**src/rtl/regfile_wb_scheduler.sv**
```systemverilog
// Register file write-port arbiter for the ALU and load/store writeback paths.
// Also keeps the busy-register scoreboard that stalls issue on RAW/WAW hazards.
module regfile_wb_scheduler #(
  parameter int DATA_W    = 32,
  parameter int ADDR_W    = 5,
  parameter int NUM_REGS  = 32,
  parameter int PRIO_MODE = 0
) (
  input  logic              i_clk,
  input  logic              i_rst,
  input  logic              i_issue_valid,
  input  logic              i_issue_we,
  input  logic [ADDR_W-1:0] i_issue_rd,
  input  logic [ADDR_W-1:0] i_issue_rs1,
  input  logic [ADDR_W-1:0] i_issue_rs2,
  output logic              o_issue_stall,
  input  logic              i_wb0_valid,
  input  logic [ADDR_W-1:0] i_wb0_addr,
  input  logic [DATA_W-1:0] i_wb0_data,
  output logic              o_wb0_ready,
  input  logic              i_wb1_valid,
  input  logic [ADDR_W-1:0] i_wb1_addr,
  input  logic [DATA_W-1:0] i_wb1_data,
  output logic              o_wb1_ready,
  output logic                o_reg_write,
  output logic [ADDR_W-1:0]   o_addr_des,
  output logic [DATA_W-1:0]   o_data,
  output logic [NUM_REGS-1:0] o_busy
);

  logic                rr_ptr;
  logic                gnt0;
  logic                gnt1;
  logic                xfer;
  logic                wr_live;
  logic [ADDR_W-1:0]   sel_addr;
  logic [DATA_W-1:0]   sel_data;
  logic                issue_fire;
  logic [NUM_REGS-1:0] busy_nxt;

  // Grant: a lone requester always wins; on contention use mode rule.
  always_comb begin
    gnt0 = 1'b0;
    gnt1 = 1'b0;
    if (i_wb0_valid && i_wb1_valid) begin
      if (PRIO_MODE != 0) begin
        gnt1 = 1'b1;
      end else if (rr_ptr) begin
        gnt1 = 1'b1;
      end else begin
        gnt0 = 1'b1;
      end
    end else begin
      gnt0 = i_wb0_valid;
      gnt1 = i_wb1_valid;
    end
  end

  assign o_wb0_ready = gnt0;
  assign o_wb1_ready = gnt1;
  assign xfer        = gnt0 | gnt1;
  assign sel_addr    = gnt1 ? i_wb1_addr : i_wb0_addr;
  assign sel_data    = gnt1 ? i_wb1_data : i_wb0_data;
  assign wr_live     = xfer && (sel_addr != '0);

  assign o_issue_stall = i_issue_valid &&
                         (o_busy[i_issue_rs1] ||
                          o_busy[i_issue_rs2] ||
                          (i_issue_we && o_busy[i_issue_rd]));

  assign issue_fire = i_issue_valid && !o_issue_stall &&
                      i_issue_we && (i_issue_rd != '0);

  // Scoreboard next state: clear the retiring write, then let a new set win.
  always_comb begin
    busy_nxt = o_busy;
    if (o_reg_write) begin
      busy_nxt[o_addr_des] = 1'b0;
    end
    if (issue_fire) begin
      busy_nxt[i_issue_rd] = 1'b1;
    end
    busy_nxt[0] = 1'b0;
  end

  // Write port register stage; x0 writes are swallowed and hold old addr/data.
  always_ff @(posedge i_clk) begin
    if (i_rst) begin
      o_reg_write <= 1'b0;
      o_addr_des  <= '0;
      o_data      <= '0;
    end else begin
      o_reg_write <= wr_live;
      if (wr_live) begin
        o_addr_des <= sel_addr;
        o_data     <= sel_data;
      end
    end
  end

  // Round-robin pointer: after granting one requester, favour the other.
  always_ff @(posedge i_clk) begin
    if (i_rst) begin
      rr_ptr <= 1'b0;
    end else if (xfer) begin
      rr_ptr <= gnt0;
    end
  end

  // Busy-register scoreboard.
  always_ff @(posedge i_clk) begin
    if (i_rst) begin
      o_busy <= '0;
    end else begin
      o_busy <= busy_nxt;
    end
  end

endmodule
```
**config.mk**
```make
export PLATFORM = sky130hd
export DESIGN_NAME = regfile_wb_scheduler
export DESIGN_NICKNAME = d
export VERILOG_FILES = /design/src/rtl/regfile_wb_scheduler.sv
export SDC_FILE = /design/constraint.sdc
export NUM_CORES = 1
export LEC_CHECK = 0
export ABC_CLOCK_PERIOD_IN_PS = 4600
export CAP_MARGIN = 40
export CORE_AREA = 2 2 97 99
export DETAILED_ROUTE_END_ITERATION = 16
export DIE_AREA = 0 0 99 101
export HOLD_SLACK_MARGIN = 0.1
export PLACE_DENSITY = 0.88
export SYNTH_ARGS = -nofsm -noshare
export SYNTH_HDL_FRONTEND = slang
export SYNTH_SLANG_ARGS = --single-unit
```
**constraint.sdc**
```tcl
create_clock -name i_clk -period 4.6 [get_ports i_clk]
set_input_delay 0.46 -clock i_clk [delete_from_list [all_inputs] [get_ports i_clk]]
set_output_delay 0.46 -clock i_clk [all_outputs]
set_load 0.01 [all_outputs]
```
; Word level (Yosys, flattened, before mapping)
; Index checks and enable logic that the tools add are counted.
[totals]
register_bits = 71
out_inout_bits = 73
word_cells = 48
[op_classes]
n_lt_le_gt_ge = 6
muxes = 18
bitwise_logic = 4
n_reduce_logical = 14
[ops]
columns = op, count
row1 = $mux 32, 3
row2 = $and 32x32->32, 1
row3 = $not 32->32, 1
row4 = $or 32x32->32, 1
row5 = $lt 5x6->1 const B, 4
row6 = $bmux 1 s5, 3
row7 = $demux 1 s5, 2
row8 = $ge 5x1->1 const B, 2
row9 = $reduce_bool 5->1, 2
row10 = $logic_and 1x1->1, 9
row11 = $mux 1, 9
row12 = $mux 5, 1
row13 = $logic_or 1x1->1, 2
row14 = $logic_not 1->1, 1
row15 = $or 1x1->1, 1

; Logic depth before layout (Yosys ltp)
[depth]
depth_word = 10
ltp_mapped = 8
mapped_depth_nobuf = 7

; Worst setup path after synthesis
; OpenSTA, ideal clock, no wires.
[synth_path]
path_kind = in2out
start = in i_issue_rs2[2]
end = out o_issue_stall
arrival_time_ps = 2279
setup_slack_ps = 1861
stages = 7
n_path_buf = 2
cell_sequence = clkbuf_1 > mux2_2 > o311ai_0 > o22ai_1 > a211oi_2 > clkbuf_1 > a21boi_0
[synth_via]
elab_chain_len = 5
[synth_rtl]
columns = element, line_no
row1 = start: declaration, 15  ; input logic [ADDR_W-1:0] i_issue_rs2,
row2 = $bmux 1 s5, 68  ; o_busy[i_issue_rs2] ||
row3 = $mux 1 (not written as such), 68
row4 = $logic_or 1x1->1, 67  ; (o_busy[i_issue_rs1] ||
row5 = $logic_or 1x1->1, 68
row6 = $logic_and 1x1->1, 66  ; assign o_issue_stall = i_issue_valid &&
row7 = end: declaration, 16  ; output logic o_issue_stall,
; No other way between the ends. The select of a mux whose other input is x is not followed.

; Worst setup path in the final report
[layout_path]
start = in i_issue_rs1[2]
end = out o_issue_stall
[layout_via]
elab_chain_len = 5
[layout_rtl]
columns = element, line_no
row1 = start: declaration, 14  ; input logic [ADDR_W-1:0] i_issue_rs1,
row2 = $bmux 1 s5, 67
row3 = $mux 1 (not written as such), 67
row4 = $logic_or 1x1->1, 67
row5 = $logic_or 1x1->1, 68
row6 = $logic_and 1x1->1, 66
; No other way between the ends. The select of a mux whose other input is x is not followed.

==> flow_summary.yaml <==
outcome:
  status: "completed"
synth:
  ys_types: 44
  yosysMostFrequentCell: "nand2_1"
  synth_xor_area_share_pct: 0
  syn-num-nets: 604
  netlist_area_mm2: 0.00423
  async_flop_share_pct: 0
  synth_area_leaders: "dfxtp_1 33%, a311oi_1 7.5%, nand2_1 7.2%"
  ys_seq_area_share_pct: 33.1
  ys_ff_latch: 70
  yosys_warnings: 0
  synth-main-ff-cell: "dfxtp_1"
  syn_avg_cell_area_um2: 8.31
  synth_edf_count: 0
  synth-compound-area-share_pct: 20.0
  synth-simple-area-share_pct: 28.4
  synthAdderAreaFrac_pct: 0
  synth_commonest_cells: "81 x nand2_1, 70 x dfxtp_1, 57 x nor2_1"
  yosys.area.top_type: "dfxtp_1"
  synth.area.mux_share_pct: 13.4
  synth_top_family_by_area: "simple AND/OR/NAND/NOR gates"
  yosys.area.top_type_share_pct: 33.1
  syn_inst: 509
hold_path:
  hp-class: "reg2reg"
sta:
  slew_violations: 0
  skew_ps: 14.0
  period_share_pct: 79.5
  final.setup.tns_ps: 0
  max_slew_margin_pct: 52.6
  setup_viol: 0
  worst_slew_pin_slew_ps: 710
  finalCriticalPeriod_ps: 3660
  max_freq_ghz: 0.274
  rsz0062_at_grt: "false"
  holdWs_ps: 497
  hold_viol: 0
critical_path:
  slowest_stage: "clkdlybuf4s50_1"
  cp_common_cell: "clkdlybuf4s50_1"
  crit_start: "i_issue_rs1[2]"
  reg2regPathDepth: 10
  cp_max_fo: 9
  worstPathRequired_ps: 4140
  path_cells: "clkdlybuf4s50_1 -> mux4_1 -> mux4_2 -> nand2b_1 -> o211ai_2 -> a21boi_0 -> clkdlybuf4s50_1"
  endpoint_kind: "output port"
  cp-endpoint: "o_issue_stall"
  regToRegEndpoint: "o_data[12]"
  r2r-start: "rr_ptr"
  slowest_delay_ps: 780
  worstSetupPathType: "in2out"
  cp-start-kind: "input pin"
  r2r_slack_ps: 1880
  critPathArrivalTime_ps: 3200
power_and_ir_drop:
  power_density_mw_per_mm2: 259
  p_leak_nw: 2.34
  ir_worst_vdd_mv: 0.240
cts:
  insertion_delay_ps: 340
  cts_hold_buf: 0
  tritoncts: "yes"
  ctsResizeCount: 0
  htreeDepth: 3
  cts_sinks: 70
  cts_buffer_depth: 2
  path_clk_slew_ps: 70
  numCtsBuffers: 9
  cts_setup_buffers: 0
  root_buffer: "clkbuf_8"
detailed_routing:
  drtIter0Drc: 448
  routed_via_density: 6.14
  routedWlPerCell_um: 18.8
  routed_wirelength_mm: 14.4
  final_antenna_net_count: 0
  via_count: 4690
  post-route-drc-count: 0
  drt_first_pass_iters: 5
die:
  fp.dieH_um: 101
  io_pins: 168
  start_util_pct: 47.1
  die_area_mm2: 0.0100
  die_w_um: 99
  core_area_mm2: 0.00898
  rows: 35
layout:
  seqCellArea_mm2: 0.00140
  nets: 743
  multi_input_area_mm2: 0.00263
  fill_cells: 680
  drive_gt1_share_pct: 9.80
  n_antenna_cell: 0
  area_growth_pct: 44.9
  stdcell_area_mm2: 0.00613
grt:
  track_usage_pct: 28.3
  grt_pass1_wl_mm: 22.7
  grt_start_max_net_pins: 73
  grt_pass1_vias: 4479
  grt_antenna_before_repair: 0
  overflow: 0
flow_run:
  maxCapViolCount: 0
placed_design:
  placed_area_mm2: 0.00590
  place.detailed.hpwl_mm: 10.5
  io_buffers: 166
  place.gp.congestion: 1.02
-- power by group --
group | switching, W | internal [W] | leakage, nW
Clock | 0.000236 | 0.000305 | 0.106
Sequential | 0.0000296 | 0.000642 | 0.574
Combinational | 0.000178 | 0.000195 | 1.66
Total | 0.000444 | 0.00114 | 2.34
-- final cells by class --
type                       count  share of cell area [%]
clock inverter                 6                    1.41
clock buffer                  10                    2.08
timing repair buffer         174                    28.3
tap                          111                    2.27
inverter                       2                   0.123
sequential                    70                    22.9
multi-input combinational    391                    42.9
-- critical path: cells and delay by family --
family,cells,cell delay (ps)
mux,2,1100
buf+inv,2,1270
compound gates,2,190
simple gates,1,160
-- per-stage QoR --
step	cells	power [W]	setup slack, ps	util, %
CTS	763	0.00159	750	68.1
global placement	746	0.00104	915	65.5
detailed placement	747	0.00105	777	65.7
floorplan	509	0.000854	1860	-
finish	764	0.00159	945	68.3
global route	764	0.00166	871	68.3
-- per-layer routing --
layer	GRT usage, %	share of wire (%)	up-vias
met3	7.77	11	60
met1	33.6	37	2145
met5	0	0	-
met2	47.1	48	318
met4	14.0	4.0	0
li1	-	-	2167
-- cell usage in the layout, fill, tap and decap left out, types with 4 or more instances in the layout --
master | Yosys | final
clkdlybuf4s50_1 | 0 | 165
nand2_1 | 81 | 81
dfxtp_1 | 70 | 70
nor2_1 | 57 | 57
a311oi_1 | 36 | 36
mux2i_1 | 25 | 25
nor3_1 | 25 | 25
a31o_2 | 24 | 24
a21oi_1 | 21 | 21
nor3b_1 | 21 | 21
nand2b_1 | 19 | 19
o22ai_1 | 9 | 9
clkbuf_8 | 0 | 9
nand3b_1 | 8 | 8
and4b_1 | 7 | 7
a21o_1 | 7 | 7
mux4_1 | 6 | 6
mux4_2 | 6 | 6
buf_4 | 2 | 6
nand3_1 | 5 | 5
o21ai_0 | 4 | 4
-- state kept, by name, summed over array words and instances, names as in the netlist --
| register | flops |
|---|---|
| o_addr_des | 5 |
| o_data | 32 |
| o_reg_write | 1 |
| rr_ptr | 1 |
| o_busy | 31 |
-- how the worst min path moves through the flow --
| stage | from | slack [ps] | cells after the start | endpoint |
|---|---|---|---|---|
| floorplan | rr_ptr | 450 | 2 | rr_ptr |
| global placement | rr_ptr | 470 | 2 | rr_ptr |
| detailed placement | o_data[21] | 490 | 2 | o_data[21] |
| CTS | o_data[21] | 500 | 2 | o_data[21] |
| global route | o_data[1] | 520 | 2 | o_data[1] |
| finish | o_data[21] | 500 | 2 | o_data[21] |
-- logic make-up (layout without fill, tap and decap cells) --
logic type             count (synthesis)  after routing
and+or+nand+nor                      240            240
muxes                                 39             39
DFF                                   70             70
buffers and inverters                 48            192
other                                  1              1
AOI/OAI and AO/OA                    111            111
Power figures use the tool's default switching activity.
